**config.mk**
```make
export PLATFORM = sky130hd
export DESIGN_NAME = oser16_link_ctrl
export DESIGN_NICKNAME = d
export VERILOG_FILES = /design/src/rtl/oser16_pkg.sv /design/src/rtl/oser16_link_ctrl.sv
export SDC_FILE = /design/constraint.sdc
export NUM_CORES = 1
export LEC_CHECK = 0
export ABC_CLOCK_PERIOD_IN_PS = 2300
export CORE_MARGIN = 2
export CORE_UTILIZATION = 50
export CTS_BUF_LIST = sky130_fd_sc_hd__clkbuf_8 sky130_fd_sc_hd__clkbuf_16
export DETAILED_ROUTE_END_ITERATION = 10
export PLACE_DENSITY_LB_ADDON = 0.1
export REMOVE_ABC_BUFFERS = 1
export SLEW_MARGIN = 20
export SYNTH_ARGS = -nofsm -noshare
export SYNTH_HDL_FRONTEND = slang
export SYNTH_SLANG_ARGS = --single-unit
```
**constraint.sdc**
```tcl
create_clock -name PCLK -period 2.3 [get_ports PCLK]
set_input_delay 0.46 -clock PCLK [delete_from_list [all_inputs] [get_ports PCLK]]
set_output_delay 0.46 -clock PCLK [all_outputs]
set_load 0.02 [all_outputs]
```
**src/rtl/oser16_pkg.sv**
```systemverilog
// Shared definitions for the OSER16 lane controller.
//   link_state_e  : controller phase (OFF, SRST, SETTLE, TRAIN, RUN), 3 bits
//   *_PAT_DEF     : default training and filler words
//   cnt_width()   : phase-counter width for a given set of phase lengths
package oser16_pkg;

    typedef enum logic [2:0] {
        ST_OFF    = 3'd0,
        ST_SRST   = 3'd1,
        ST_SETTLE = 3'd2,
        ST_TRAIN  = 3'd3,
        ST_RUN    = 3'd4
    } link_state_e;

    localparam logic [15:0] TRAIN_PAT_DEF = 16'h00FF;
    localparam logic [15:0] IDLE_PAT_DEF  = 16'h0000;

    // The counter is loaded with (length - 1), so $clog2 of the longest
    // phase is enough bits; a single-cycle phase still needs one bit.
    function automatic int cnt_width(input int rst_cycles,
                                     input int settle_cycles,
                                     input int train_words);
        int m;
        m = rst_cycles;
        if (settle_cycles > m) begin
            m = settle_cycles;
        end else begin
            m = m;
        end
        if (train_words > m) begin
            m = train_words;
        end else begin
            m = m;
        end
        if ($clog2(m) < 1) begin
            return 1;
        end else begin
            return $clog2(m);
        end
    endfunction

endpackage

```
**src/rtl/oser16_link_ctrl.sv**
```systemverilog
// PCLK-domain sequencer for one OSER16 serializer lane.
// Holds the serializer in reset, lets its pipeline fill with idle words,
// sends a training burst, then streams words from a valid/ready source,
// filling stalls with IDLE_PAT and counting them once streaming has begun.
//
// Ports:
//   PCLK       in   parallel-word clock (shared with OSER16 PCLK)
//   RESET      in   asynchronous active-high reset
//   ENABLE     in   lane enable; low forces OFF
//   TRAIN_REQ  in   retrain request level
//   S_DATA     in   upstream word, bit 0 serialized first
//   S_VALID    in   upstream word valid
//   S_READY    out  combinational accept strobe
//   SER_RESET  out  registered OSER16 RESET
//   SER_D      out  registered OSER16 D15..D0
//   LINK_UP    out  registered, high while in RUN
//   UNDER_CNT  out  registered saturating stall counter
module oser16_link_ctrl
    import oser16_pkg::*;
#(
    parameter int          RST_CYCLES    = 8,
    parameter int          SETTLE_CYCLES = 4,
    parameter int          TRAIN_WORDS   = 64,
    parameter logic [15:0] TRAIN_PAT     = TRAIN_PAT_DEF,
    parameter logic [15:0] IDLE_PAT      = IDLE_PAT_DEF
) (
    input  logic        PCLK,
    input  logic        RESET,
    input  logic        ENABLE,
    input  logic        TRAIN_REQ,
    input  logic [15:0] S_DATA,
    input  logic        S_VALID,
    output logic        S_READY,
    output logic        SER_RESET,
    output logic [15:0] SER_D,
    output logic        LINK_UP,
    output logic [15:0] UNDER_CNT
);

    localparam int CW = cnt_width(RST_CYCLES, SETTLE_CYCLES, TRAIN_WORDS);

    localparam logic [CW-1:0] RST_LOAD    = CW'(RST_CYCLES - 1);
    localparam logic [CW-1:0] SETTLE_LOAD = CW'(SETTLE_CYCLES - 1);
    localparam logic [CW-1:0] TRAIN_LOAD  = CW'(TRAIN_WORDS - 1);

    link_state_e   state_r;
    logic [CW-1:0] cnt_r;
    logic          streaming_r;
    logic          ser_reset_r;
    logic [15:0]   ser_d_r;
    logic          link_up_r;
    logic [15:0]   under_cnt_r;

    logic          s_ready_s;
    logic          transfer_s;

    assign s_ready_s  = (state_r == ST_RUN) && ENABLE && !TRAIN_REQ;
    assign transfer_s = S_VALID && s_ready_s;

    assign S_READY   = s_ready_s;
    assign SER_RESET = ser_reset_r;
    assign SER_D     = ser_d_r;
    assign LINK_UP   = link_up_r;
    assign UNDER_CNT = under_cnt_r;

    // Phase FSM: outputs are registered alongside the state they belong to,
    // so they change on the same edge the state is entered.
    always_ff @(posedge PCLK or posedge RESET) begin
        if (RESET) begin
            state_r     <= ST_OFF;
            cnt_r       <= '0;
            streaming_r <= 1'b0;
            ser_reset_r <= 1'b1;
            ser_d_r     <= IDLE_PAT;
            link_up_r   <= 1'b0;
            under_cnt_r <= 16'h0000;
        end else if (!ENABLE) begin
            // UNDER_CNT is deliberately held: only RESET clears it.
            state_r     <= ST_OFF;
            cnt_r       <= '0;
            streaming_r <= 1'b0;
            ser_reset_r <= 1'b1;
            ser_d_r     <= IDLE_PAT;
            link_up_r   <= 1'b0;
        end else begin
            case (state_r)
                ST_OFF: begin
                    state_r     <= ST_SRST;
                    cnt_r       <= RST_LOAD;
                    ser_reset_r <= 1'b1;
                    ser_d_r     <= IDLE_PAT;
                    link_up_r   <= 1'b0;
                end
                ST_SRST: begin
                    ser_d_r   <= IDLE_PAT;
                    link_up_r <= 1'b0;
                    if (cnt_r == '0) begin
                        state_r     <= ST_SETTLE;
                        cnt_r       <= SETTLE_LOAD;
                        ser_reset_r <= 1'b0;
                    end else begin
                        cnt_r       <= cnt_r - CW'(1);
                        ser_reset_r <= 1'b1;
                    end
                end
                ST_SETTLE: begin
                    ser_reset_r <= 1'b0;
                    link_up_r   <= 1'b0;
                    if (cnt_r == '0) begin
                        state_r <= ST_TRAIN;
                        cnt_r   <= TRAIN_LOAD;
                        ser_d_r <= TRAIN_PAT;
                    end else begin
                        cnt_r   <= cnt_r - CW'(1);
                        ser_d_r <= IDLE_PAT;
                    end
                end
                ST_TRAIN: begin
                    ser_reset_r <= 1'b0;
                    if (TRAIN_REQ) begin
                        // A request during training restarts the full burst.
                        cnt_r     <= TRAIN_LOAD;
                        ser_d_r   <= TRAIN_PAT;
                        link_up_r <= 1'b0;
                    end else if (cnt_r == '0) begin
                        state_r   <= ST_RUN;
                        ser_d_r   <= IDLE_PAT;
                        link_up_r <= 1'b1;
                    end else begin
                        cnt_r     <= cnt_r - CW'(1);
                        ser_d_r   <= TRAIN_PAT;
                        link_up_r <= 1'b0;
                    end
                end
                ST_RUN: begin
                    ser_reset_r <= 1'b0;
                    if (TRAIN_REQ) begin
                        state_r     <= ST_TRAIN;
                        cnt_r       <= TRAIN_LOAD;
                        ser_d_r     <= TRAIN_PAT;
                        link_up_r   <= 1'b0;
                        streaming_r <= 1'b0;
                    end else if (transfer_s) begin
                        ser_d_r     <= S_DATA;
                        streaming_r <= 1'b1;
                        link_up_r   <= 1'b1;
                    end else begin
                        ser_d_r   <= IDLE_PAT;
                        link_up_r <= 1'b1;
                        // Stalls only count once real data has flowed.
                        if (streaming_r && (under_cnt_r != 16'hFFFF)) begin
                            under_cnt_r <= under_cnt_r + 16'd1;
                        end else begin
                            under_cnt_r <= under_cnt_r;
                        end
                    end
                end
                default: begin
                    state_r     <= ST_OFF;
                    cnt_r       <= '0;
                    streaming_r <= 1'b0;
                    ser_reset_r <= 1'b1;
                    ser_d_r     <= IDLE_PAT;
                    link_up_r   <= 1'b0;
                end
            endcase
        end
    end

endmodule

```
; ---- Word-level counts from Yosys, hierarchy flattened
; Cells that the tools add are included.
[totals]
inputBits = 21
register_bits = 44
elab_cells = 70
output_inout_bits = 35
[op_classes]
addsub = 2
n_bitwise = 2
eq_ne = 13
reduce_logical = 13
muxes = 33
[ops]
columns = operator, count
row1 = 2-to-1 mux 16 bit, 3
row2 = one-hot mux 16 bit (3 select lines), 1
row3 = 2-to-1 mux 6 bit, 6
row4 = one-hot mux 6 bit (5 select lines), 1
row5 = 2-to-1 mux 8 bit, 3
row6 = 2-to-1 mux 3 bit, 6
row7 = adder 16 x 1 -> 16 bit (second input constant), 1
row8 = inequality test 16 bit (second input constant), 1
row9 = inequality test 3 bit (second input constant), 5
row10 = one-hot mux 3 bit (5 select lines), 1
row11 = AND reduction 5 bit, 2
row12 = 2-to-1 mux 1 bit, 9
row13 = inequality test 4 bit (second input constant), 2
row14 = equality test 3 x 2 -> 1 bit (second input constant), 2
row15 = zero test 6 bit, 1
row16 = one-hot mux 1 bit (2 select lines), 3
row17 = subtractor 6 x 1 -> 6 bit (second input constant), 1
row18 = logical AND 1 bit, 4
row19 = AND reduction 2 bit, 2
row20 = OR reduction 4 bit, 1
row21 = equality test 3 x 1 -> 1 bit (second input constant), 1
row22 = equality test 3 bit (second input constant), 1
row23 = zero test 3 bit, 1
row24 = OR reduction 3 bit, 1
row25 = 3 further kinds, 4

; ---- Depth between registers and ports, before layout
; Gate-level depths: netlist (run 1).
[depth]
word_depth = 8
mapped_depth = 7
ltp_nobuf = 6

; ---- Least setup slack after synthesis (run 1)
; OpenSTA, ideal clock, no wires.
[synth_timing]
path_type = reg-to-reg
start = reg cnt_r[0]
end = reg ser_d_r[7], in the netlist SER_D[7]
stages_incl_launch_ff = 7
n_path_buf = 0
setup_time_ns = 0.143
setup_slack_ns = 0.230
synth_period_minus_slack_ns = 2.070
arrival_ns = 1.928
required_time_ns = 2.157
cell_sequence = dfrtp_1 -> inv_1 -> ha_1 -> or4b_4 -> o311a_1 -> a211oi_2 -> a21oi_1
[synth_between]
elab_chain_cells = 5
elab_cells_between_ends = 6
classes_between = mux: 5 / reduce/logical: 1
[synth_rtl]
columns = item, line_no
row1 = from (decl), oser16_link_ctrl.sv:47  ; logic [CW-1:0] cnt_r;
row2 = from (signal assigned), oser16_link_ctrl.sv:102  ; cnt_r <= cnt_r - CW'(1);
row3 = from (signal assigned), oser16_link_ctrl.sv:114  ; cnt_r <= cnt_r - CW'(1);
row4 = from (signal assigned), oser16_link_ctrl.sv:130  ; cnt_r <= cnt_r - CW'(1);
row5 = zero test 6 bit *, "oser16_link_ctrl.sv:109, oser16_link_ctrl.sv:125"
row6 = 2-to-1 mux 8 bit, oser16_link_ctrl.sv:125  ; end else if (cnt_r == '0) begin
row7 = 2-to-1 mux 8 bit, oser16_link_ctrl.sv:120  ; if (TRAIN_REQ) begin
row8 = one-hot mux 16 bit (3 select lines) *, oser16_link_ctrl.sv:86  ; case (state_r)
row9 = 2-to-1 mux 16 bit *, oser16_link_ctrl.sv:77  ; end else if (!ENABLE) begin
row10 = to (signal assigned), oser16_link_ctrl.sv:91  ; ser_d_r <= IDLE_PAT;
row11 = to (signal assigned), oser16_link_ctrl.sv:123  ; ser_d_r <= TRAIN_PAT;
row12 = to (signal assigned), oser16_link_ctrl.sv:127  ; ser_d_r <= IDLE_PAT;
row13 = to (decl), oser16_link_ctrl.sv:50  ; logic [15:0] ser_d_r;
; Every way passes the cells marked *; elsewhere a longest branch is shown, timed or not.
; A chain may end at the register's enable or synchronous reset.

; ---- Worst setup path in the final report (run 1)
[layout_timing]
start = reg cnt_r[0]
end = reg cnt_r[2]
[layout_between]
elab_chain_cells = 5
elab_cells_between_ends = 10
classes_between = add/sub: 1 / eq/ne: 1 / mux: 6 / reduce/logical: 2
[layout_rtl]
columns = item, line_no
row1 = subtractor 6 x 1 -> 6 bit, "oser16_link_ctrl.sv:102, oser16_link_ctrl.sv:114, oser16_link_ctrl.sv:130"
row2 = 2-to-1 mux 6 bit, oser16_link_ctrl.sv:125
row3 = 2-to-1 mux 6 bit, oser16_link_ctrl.sv:120
row4 = one-hot mux 6 bit (5 select lines), oser16_link_ctrl.sv:86
row5 = 2-to-1 mux 6 bit, oser16_link_ctrl.sv:77
; Parallel ways exist; a longest one is shown, timed or not. The select of a mux whose other input is x is not followed.

==> run summary, run 1 <==
The tools report the cell row count as 24. In this run the static leakage power is 1.337 nW. Number of antenna violations at the first check in global routing: 0. The fraction of power spent switching nets works out to 0.2801. Pin count of the biggest net entering global routing: 45. In the final design database the tool counted 325 nets. By startpoint and endpoint, the worst setup path is classified as reg2reg. The path length in cells of the critical path is 6, and the total CTS buffers is 5. The buffer type at the clock tree root is clkbuf_8. The worst setup path is captured at a flop.

The final route contains 2046 vias. The multi-input combinational cells in the finished layout cover a total of 1167 µm². For the worst setup path, the data arrival time is 2.34 ns. The global placer's final weighted congestion came out at 0.9304. The leading cell type in the layout, fill and taps excluded was clkdlybuf4s50_1. Once placement finished, the instance area stood at 3085 µm². The final critical-path share of the clock period was 0.9397.

Worst slew margin relative to its limit: 0.5851. The first global-routing pass estimated 9.246 mm of wire. The global-route usage over all layers was 0.2262; the post-route clock skew was 0.006809 ns. For the detailed router's first-iteration violation count, the log shows 142. Category of the worst setup path launch point: a flop.

The final instance area was 3168 µm²; the sum of routed wire length over all layers was 5.582 mm. The tools report the number of endpoints with negative hold slack in the final report as 0. The critical-path maximum fanout came out at 11. The longest clock path from root to sink contains 2 buffers. Final standard cell count with taps included and fillers excluded: 354. Based on the critical path, the design can be clocked at up to 462.7 MHz. The logs give 0.232 for the fraction of power consumed by combinational cells and 44 for the count of clock tree sinks.

The count of nets left with antenna violations once routing finished came out at 0. The cell with the largest stage delay on the worst path is or4b_4. The signal on the critical path passes through inv_1 -> ha_1 -> or4b_4 -> or2_2 -> a211o_1 -> a32o_1. The worst-case IR drop observed on VDD is 0.4651 mV.

The count of buffers inserted at the top-level ports works out to 55. After global routing the overflow that remains totals 0. Pre-CTS setup slack: -0.03243 ns. 56 I/O pins were placed.

For the initial core utilization, the log shows 0.5284. The worst path in the final design needs a cycle of 2.161 ns, including I/O delays and setup. Cell internal power was estimated by the tool at 1.191 mW. The number of storage elements in the synthesis netlist came out at 44. The relative contribution of sequential cells to total power is 0.503, and the worst reg-to-reg path cell count is 6. From bottom edge to top edge, the die measures 72.54 µm.

For the post-synthesis instance area, the log shows 2349 µm². The tool flagged a number of max-cap violations equal to 0. The most used flip-flop cell after synthesis is dfrtp_1. The delay of the slowest cell on the worst path works out to 0.56 ns. The count of antenna diodes in the layout is 0.

Setup repair after global routing left no endpoint under its margin. The synthesis warning total is 0. The sum of net half-perimeters after detailed placement was 4.083 mm; the later-pin clock latency in the skew report was 0.29 ns. The logs give 5261 µm² for the full die area and 0.4694 for the sequential share of the synthesized area. Broken down by cell family, the worst path's largest delay share belongs to simple AND/OR/NAND/NOR gates. The layout overhead on the synthesized area works out to 34.90%.

Dividing the detail-routed via count by the number of cells gives 5.780. The count of final setup violators was 0; the mean cell area of the mapped netlist was 10.30 µm². The number of cells traversed by the worst hold path was 1; the number of post-CTS setup repair buffers was 0. Summed over all nets, the switching power comes to 463.6 µW.

Ratio of cells with drive above 1 in the final layout: 0.1623. DRC violations left: 0. The fill cell total of the finished layout is 340. The top cell types in the final layout, fill and taps aside, are 54 x clkdlybuf4s50_1, 43 x dfrtp_1, 23 x buf_4, 17 x nand2_1, 14 x and2_1. The die is 72.54 µm wide. Final hold analysis gives a worst-case slack of 0.5048 ns. The core area was 4444 µm²; the number of buffer and inverter stages on the critical path was 1. For the clock group share of total power, the log shows 0.265. The via count of the first global-routing pass was 1932; the max-slew violation count was 0.

The clock transition at the register clock pins on the worst setup and hold paths after CTS was 0.07 ns. After detailed routing, the average wire length per cell comes to 15.77 µm. The cell count after placement was 347.

At the pin with the least slew margin, the transition time is 0.6066 ns. The power density relative to cell area is 522.4 nW/µm², and the endpoint required time on the critical path is 2.48 ns. TritonCTS built the clock tree. Cell count after synthesis: 228. The first detailed-routing pass ran for 4 iterations. Across all setup checks in the final design, the least slack found is 0.1387 ns. Summing all flip-flop and latch instances after layout gives 1102 µm².

Fraction of registers with async set or reset after synthesis: 1.000. The path class of the tightest hold or removal check is reg2reg. The count of cell types in the netlist was 60.

Yosys mapped a number of flops with a built-in enable equal to 0. In this run the number of H-tree levels came out at 2. The flow ran to the end, and the final reports show no timing, DRC or antenna violations. For flop-to-flop paths, the worst setup slack is 0.14 ns.
## synth_stat cells, drive strengths merged, types with 2 or more instances
cell type | n | area (µm²)
a2111oi | 6 | 90.09
a211oi | 3 | 27.52
a21oi | 13 | 68.82
and2 | 14 | 87.58
and3 | 2 | 12.51
and4 | 3 | 26.28
buf | 3 | 21.27
clkbuf | 8 | 30.03
dfrtp | 43 | 1076
ha | 2 | 25.02
inv | 9 | 33.78
mux2 | 3 | 33.78
nand2 | 17 | 63.81
nand2b | 5 | 31.28
nand3 | 6 | 30.03
nand4 | 4 | 25.02
nor2 | 13 | 48.80
nor2b | 3 | 18.77
nor3 | 6 | 35.03
nor3b | 2 | 15.01
nor4 | 4 | 46.29
nor4b | 2 | 38.78
o211ai | 2 | 15.01
o21ai | 10 | 50.04
o22ai | 3 | 18.77
o311a | 2 | 20.02
o311ai | 2 | 17.52
o31a | 4 | 35.03
or2 | 2 | 12.51
or3 | 2 | 12.51
xnor2 | 6 | 52.55
xor2 | 6 | 52.55
## area by class of cell
| type | instances | area share |
|---|---|---|
| tap | 52 | 0.02054 |
| inverter | 9 | 0.01066 |
| multi-input combinational | 164 | 0.3685 |
| clock inverter | 2 | 0.002765 |
| clock buffer | 5 | 0.02172 |
| timing repair buffer | 78 | 0.2279 |
| sequential | 44 | 0.3479 |
## layer usage
metal	part of all wire	track usage	routed length, µm
met2	0.47	0.3455	2606
met3	0.057	0.05694	317
met1	0.45	0.3052	2490
met4	0.030	0.09877	168
met5	0	0	0
## per-stage QoR
step | utilization | setup TNS, ns | power (mW)
detailed placement | 0.6943 | -0.07672 | 1.222
CTS | 0.7114 | 0 | 1.673
finish | 0.7128 | 0 | 1.655
global route | 0.7128 | 0 | 1.759
global placement | 0.6943 | -0.01572 | 1.212
floorplan | - | 0 | 1.059
## repair_timing
item / in CTS / in global routing
gates resized for setup: 1 / 2
hold buffers: 0 / 0
endpoints found under the setup margin: 1 / 2
## path summary, 6_finish.rpt
path,start,to
worst max register to register,cnt_r[0],cnt_r[2]
worst min-delay path,UNDER_CNT[6],UNDER_CNT[6]
min in group asynchronous,RESET,SER_D[6]
max in group asynchronous,RESET,SER_RESET
worst min register to register,UNDER_CNT[6],UNDER_CNT[6]
worst max-delay path,cnt_r[0],cnt_r[2]
## logic make-up (layout without fill, tap and decap cells)
kind of cell	count (synthesis)	in the layout	share of synthesized area
buf+inv	20	94	0.03623
xor+xnor	12	12	0.04475
flops	44	44	0.4694
compound gates	56	56	0.1849
simple gates	90	90	0.2355
mux	4	4	0.01865
fa+ha+maj	2	2	0.01065
## power by group through the flow
stage | clock network [mW] | logic [mW] | registers, mW
2_1_floorplan | 0 | 0.196 | 0.862
3_3_place_gp | 0 | 0.365 | 0.846
3_5_place_dp | 0 | 0.374 | 0.848
4_1_cts | 0.463 | 0.378 | 0.832
5_1_grt | 0.496 | 0.426 | 0.837
6_report | 0.439 | 0.383 | 0.833
## registers in the layout, summed over array words and instances, names as in the netlist
signal and cells:
streaming_r 1, SER_RESET 1, SER_D 16, state_r 3
cnt_r 6, LINK_UP 1, UNDER_CNT 16
## worst reg2reg max path: cells and delay by family (launching register included)
kind	cells	cell delay (ns)
buf+inv	1	0.09
fa+ha+maj	1	0.18
simple gates	2	0.90
flops	1	0.38
compound gates	2	0.51
Power figures use the tool's default switching activity.
==> run 2: changes to the inputs <==
- CTS_CLUSTER_SIZE: unset -> 28
==> results of run 2 <==
Same layout as run 1: the final DEF is identical, and so are final timing and power.
